<file path="src/rtl/axis_byte_fifo.sv">
// rtl/axis_byte_fifo.sv - synchronous 8-bit AXI4-Stream byte FIFO with tlast, fill level and packet count
//
// Purpose:
//   Absorbs bursts from a stream source and feeds an 8-bit stream slave.
//   Each entry stores {tlast, tdata}. In the default build the read side
//   is cut-through (valid whenever not empty). Defining the macro
//   AXIS_BYTE_FIFO_PKT_MODE_EN selects store-and-forward: the read side
//   waits until a whole packet is stored, or until the FIFO is full.
//
// Parameters:
//   DEPTH_LOG2      log2 of the entry count (2..8), DEPTH = 2**DEPTH_LOG2
//
// Ports:
//   clk             sole clock, rising edge
//   rstn            asynchronous active-low reset
//   axis4_s_tdata   write-side byte
//   axis4_s_tvalid  write-side valid
//   axis4_s_tlast   write-side last beat of packet
//   axis4_s_tready  write-side ready (not full)
//   axis4_m_tdata   read-side byte at the read pointer
//   axis4_m_tvalid  read-side valid
//   axis4_m_tlast   tlast stored with the entry at the read pointer
//   axis4_m_tready  read-side ready
//   fifo_level      entries stored, 0..DEPTH
//   pkt_count       stored entries carrying tlast=1, 0..DEPTH
module axis_byte_fifo #(
  parameter int DEPTH_LOG2 = 4
) (
  input  logic                  clk,
  input  logic                  rstn,
  input  logic [7:0]            axis4_s_tdata,
  input  logic                  axis4_s_tvalid,
  input  logic                  axis4_s_tlast,
  output logic                  axis4_s_tready,
  output logic [7:0]            axis4_m_tdata,
  output logic                  axis4_m_tvalid,
  output logic                  axis4_m_tlast,
  input  logic                  axis4_m_tready,
  output logic [DEPTH_LOG2:0]   fifo_level,
  output logic [DEPTH_LOG2:0]   pkt_count
);

  localparam int DEPTH = 1 << DEPTH_LOG2;
  localparam logic [DEPTH_LOG2:0]   LVL_FULL = {1'b1, {DEPTH_LOG2{1'b0}}};
  localparam logic [DEPTH_LOG2:0]   LVL_ONE  = {{DEPTH_LOG2{1'b0}}, 1'b1};
  localparam logic [DEPTH_LOG2-1:0] PTR_ONE  = {{(DEPTH_LOG2-1){1'b0}}, 1'b1};

  logic [8:0]            mem_q [DEPTH];
  logic [DEPTH_LOG2-1:0] wr_ptr_q, wr_ptr_d;
  logic [DEPTH_LOG2-1:0] rd_ptr_q, rd_ptr_d;
  logic [DEPTH_LOG2:0]   level_q, level_d;
  logic [DEPTH_LOG2:0]   pkt_q, pkt_d;

  logic full;
  logic empty;
  logic push;
  logic pop;
  logic rd_last;
  logic m_valid;

  assign full    = (level_q == LVL_FULL);
  assign empty   = (level_q == '0);
  assign rd_last = mem_q[rd_ptr_q][8];

`ifdef AXIS_BYTE_FIFO_PKT_MODE_EN
  // Store-and-forward. Releasing at full with no stored tlast keeps a
  // packet longer than the FIFO from deadlocking; once a pop frees a slot
  // valid drops again until the FIFO refills or a tlast lands.
  assign m_valid = ~empty & ((pkt_q != '0) | full);
`else
  assign m_valid = ~empty;
`endif

  assign push = axis4_s_tvalid & ~full;
  assign pop  = m_valid & axis4_m_tready;

  assign axis4_s_tready = ~full;
  assign axis4_m_tvalid = m_valid;
  assign axis4_m_tdata  = mem_q[rd_ptr_q][7:0];
  assign axis4_m_tlast  = rd_last;
  assign fifo_level     = level_q;
  assign pkt_count      = pkt_q;

  always_comb begin
    wr_ptr_d = wr_ptr_q;
    rd_ptr_d = rd_ptr_q;
    level_d  = level_q;
    pkt_d    = pkt_q;

    if (push) wr_ptr_d = wr_ptr_q + PTR_ONE;
    if (pop)  rd_ptr_d = rd_ptr_q + PTR_ONE;

    case ({push, pop})
      2'b10:   level_d = level_q + LVL_ONE;
      2'b01:   level_d = level_q - LVL_ONE;
      default: level_d = level_q;
    endcase

    case ({push & axis4_s_tlast, pop & rd_last})
      2'b10:   pkt_d = pkt_q + LVL_ONE;
      2'b01:   pkt_d = pkt_q - LVL_ONE;
      default: pkt_d = pkt_q;
    endcase
  end

  always_ff @(posedge clk or negedge rstn) begin
    if (!rstn) begin
      wr_ptr_q <= '0;
      rd_ptr_q <= '0;
      level_q  <= '0;
      pkt_q    <= '0;
    end else begin
      wr_ptr_q <= wr_ptr_d;
      rd_ptr_q <= rd_ptr_d;
      level_q  <= level_d;
      pkt_q    <= pkt_d;
    end
  end

  // Storage is deliberately left out of reset; stale entries are never
  // visible because valid is gated by the level.
  always_ff @(posedge clk) begin
    if (push) mem_q[wr_ptr_q] <= {axis4_s_tlast, axis4_s_tdata};
  end

endmodule

</file>
<file path="config.mk">
export PLATFORM = sky130hd
export DESIGN_NAME = axis_byte_fifo
export DESIGN_NICKNAME = d
export VERILOG_FILES = /design/src/rtl/axis_byte_fifo.sv
export SDC_FILE = /design/constraint.sdc
export NUM_CORES = 1
export LEC_CHECK = 0
export BUFFER_PORTS_ARGS = -buffer_cell sky130_fd_sc_hd__buf_2
export CORE_UTILIZATION = 40
export CTS_BUF_LIST = sky130_fd_sc_hd__clkbuf_8
export CTS_CLUSTER_DIAMETER = 200
export DETAILED_ROUTE_END_ITERATION = 8
export SYNTH_ARGS = -nofsm -noshare
export SYNTH_HDL_FRONTEND = slang
export SYNTH_SLANG_ARGS = --single-unit
export TNS_END_PERCENT = 5
</file>
<file path="constraint.sdc">
create_clock -name clk -period 4.34 [get_ports clk]
set_clock_uncertainty 0.05 [all_clocks]
set_input_delay 0.217 -clock clk [delete_from_list [all_inputs] [get_ports clk]]
set_output_delay 0.217 -clock clk [all_outputs]
set_load 0.01 [all_outputs]
</file>
==> flow_metrics.py <==
metrics = {
    "worst_hold_path": {
        "min_to": "mem_q[2][3]",
        "holdPathStages": 1,
        "hold_start": "axis4_s_tdata[3]",
        "hold_path_class": "primary input to flop",
    },
    "detailed_routing": {
        "first_pass_iters": 4,
        "wirelength_mm": 13.7,
        "avgRoutedWirePerCell_um": 21.7,
        "via_per_inst": 5.37,
        "initialDrtViolationCount": 241,
        "via_count": 3406,
        "antenna_left": 0,
        "drc": 0,
    },
    "sta": {
        "setup_slack_ps": 937,
        "rsz0062_at_grt": "no",
        "setup_viol": 0,
        "slew-limit-headroom_pct": 19.8,
        "fin_crit_sh_pct": 78.4,
        "layout_min_cycle_time_ps": 3400,
        "final_max_slew_viol_count": 0,
        "max_freq_mhz": 294,
        "hold_violations": 0,
        "final.setup.tns_ps": 0,
        "tightest_slew_ps": 1200,
    },
    "run": {
        "cap_violations": 0,
    },
    "global_route": {
        "grtUsageTotal_pct": 17.1,
        "grt_pass1_vias": 3667,
        "antenna_found_initial": 0,
        "busiest_layer": "met2",
        "use_met2_pct": 27.1,
        "grt-ovfl-total": 0,
        "grt_max_degree": 35,
        "use_met3_pct": 4.67,
        "grt_pass1_wl_mm": 21.3,
        "use_met1_pct": 22.7,
    },
    "finish": {
        "final_nets": 433,
        "syn2layout_area_growth_pct": 11.9,
        "final_cells": 634,
        "fillerInstances": 1379,
        "layout-drive-gt1-share_pct": 24.4,
        "design_area_sq_mm": 0.00750,
        "num_antenna_cells": 0,
        "final_util_pct": 46.5,
    },
    "worst_setup_path": {
        "regToRegStartpoint": "rd_ptr_q[2]",
        "cp-end-kind": "flop",
        "rrSetupSlack_ps": 940,
        "startpoint_type": "flop",
        "cp.required_ps": 4590,
        "timing.rr.end": "pkt_count[4]",
        "worst_r2r_path_depth": 10,
        "crit_type": "flop to flop",
        "crit_arrival_ps": 3650,
        "cp_max_fo": 10,
    },
    "floorplan": {
        "rows": 46,
        "die_area_sq_mm": 0.0173,
        "core_sq_mm": 0.0161,
        "start_util_pct": 41.6,
        "die_w_um": 131,
        "die-height_um": 131,
        "num_io_pins": 34,
    },
    "clock_tree": {
        "cts_root_buffer": "clkbuf_8",
        "post_cts_buffers": 0,
        "cts_tree": "built",
        "cts_buffers": 17,
        "clk_pin_slew_ps": 80,
        "cts_htree_levels": 4,
        "clock_path_buffers": 2,
        "ctsHoldBuffers": 1,
        "clkLatencyLatePin_ps": 450,
        "ctsResizeCount": 0,
        "numClockSinks": 162,
    },
    "synthesis": {
        "synth.avg_cell_area_sq_um": 18.7,
        "syn-num-nets": 387,
        "synth_edf_count": 144,
        "synth_seq_area_share_pct": 71.2,
        "ys.flop_type": "edfxtp_1",
        "yosys_warnings": 0,
        "syn_area_sq_mm": 0.00670,
        "ys_async_sr_fraction_pct": 11.1,
        "ys_seq_elements": 162,
        "synthCells": 359,
        "yosysUniqueCellTypes": 40,
    },
    "place": {
        "port_buffers": 33,
        "place.detailed.hpwl_mm": 8.28,
        "place_inst": 601,
        "place_ws_ps": 1010,
        "dpl-instance-area_sq_mm": 0.00710,
        "globalplace.congestion": 0.787,
    },
    "pwr": {
        "vdd_drop_max_mv": 0.402,
        "pwr_density_cell_mw_per_mm2": 636,
        "cellLeakagePower_nw": 2.60,
    },
    "run_status": {
        "outcome": "finished clean",
    },
}
-- routing by layer --
metal / share of wire [%] / vias up / routed length [um]
met5: 0 / - / 0
met4: 1.7 / 0 / 231
met3: 5.8 / 18 / 797
met2: 49 / 110 / 6780
met1: 43 / 1753 / 5940
li1: - / 1525 / -
-- layout by cell type, fill, tap and decap left out, drive strengths merged, types with 8 or more instances in the layout --
cell type	n
nor2	15
ha	13
edfxtp	144
clkbuf	17
a22oi	16
dfrtp	18
nand2	26
o21ai	8
buf	43
inv	16
mux4	36
-- logic make-up after synthesis --
family | synth area share [%]
buf+inv | 2.35
fa+ha+maj | 3.02
mux | 13.3
compound gates | 4.16
simple gates | 4.39
xor+xnor | 1.57
flops | 71.2
-- final cells by class --
| cell class | instances | area [sq um] | area share, % |
|---|---|---|---|
| Sequential cell | 162 | 4780 | 63.7 |
| Multi-Input combinational cell | 168 | 1770 | 23.6 |
| Tap cell | 216 | 270 | 3.60 |
| Timing Repair Buffer | 44 | 250 | 3.34 |
| Clock buffer | 17 | 234 | 3.12 |
| Clock inverter | 15 | 153 | 2.04 |
| Inverter | 12 | 45.0 | 0.601 |
-- registers in the layout, summed over array words and instances, names as in the netlist --
signal and count:
mem_q 144, wr_ptr_q 4, fifo_level 5, pkt_count 5, rd_ptr_q 4
-- worst max-delay path by stage --
| stage | startpoint | endpoint | slack [ps] | cells past startpoint |
|---|---|---|---|---|
| final | rd_ptr_q[2] | pkt_count[4] | 940 | 10 |
| after global routing | rd_ptr_q[2] | pkt_count[4] | 670 | 10 |
| after CTS | rd_ptr_q[2] | pkt_count[4] | 940 | 10 |
| after detailed placement | rd_ptr_q[2] | pkt_count[4] | 1010 | 10 |
| after global placement | rd_ptr_q[2] | pkt_count[4] | 1090 | 10 |
| after floorplan | rd_ptr_q[2] | pkt_count[4] | 1420 | 11 |
-- worst max-delay path, cell delays in order (launching register included) --
cell      delay [ps]
dfrtp_1          600
mux4_2           560
nor2b_1          160
a211oi_2         250
a211oi_1          90
ha_1             310
ha_1             350
nor2b_1          170
o21a_1           190
o311ai_0         330
o311ai_0         190
-- synthesized netlist by cell type (4+ instances only) --
cell type | instances | area share, %
nor2b_1 | 5 | 0.47
nor2_1 | 15 | 0.84
buf_2 | 5 | 0.37
o21ai_0 | 8 | 0.60
xnor2_1 | 7 | 0.91
a22oi_1 | 16 | 1.8
edfxtp_1 | 144 | 65
nor3_1 | 7 | 0.52
inv_1 | 11 | 0.62
ha_1 | 13 | 2.4
nand2_1 | 26 | 1.5
xor2_1 | 5 | 0.65
clkbuf_1 | 4 | 0.22
mux4_2 | 26 | 8.7
mux4_1 | 10 | 3.9
dfrtp_1 | 18 | 6.7
-- power breakdown --
group          internal (W)  switching [W]  total (W)
registers           0.00193       0.000168    0.00209
logic              0.000719       0.000882    0.00160
clock network      0.000554       0.000524    0.00108
-- metrics by stage --
stage	total power [W]	hold slack, ps
CTS	0.00483	64.9
global route	0.00505	72.9
floorplan	0.00330	-129
global placement	0.00372	142
finish	0.00477	92.0
detailed placement	0.00375	140
(Power assumes the default switching activity.)
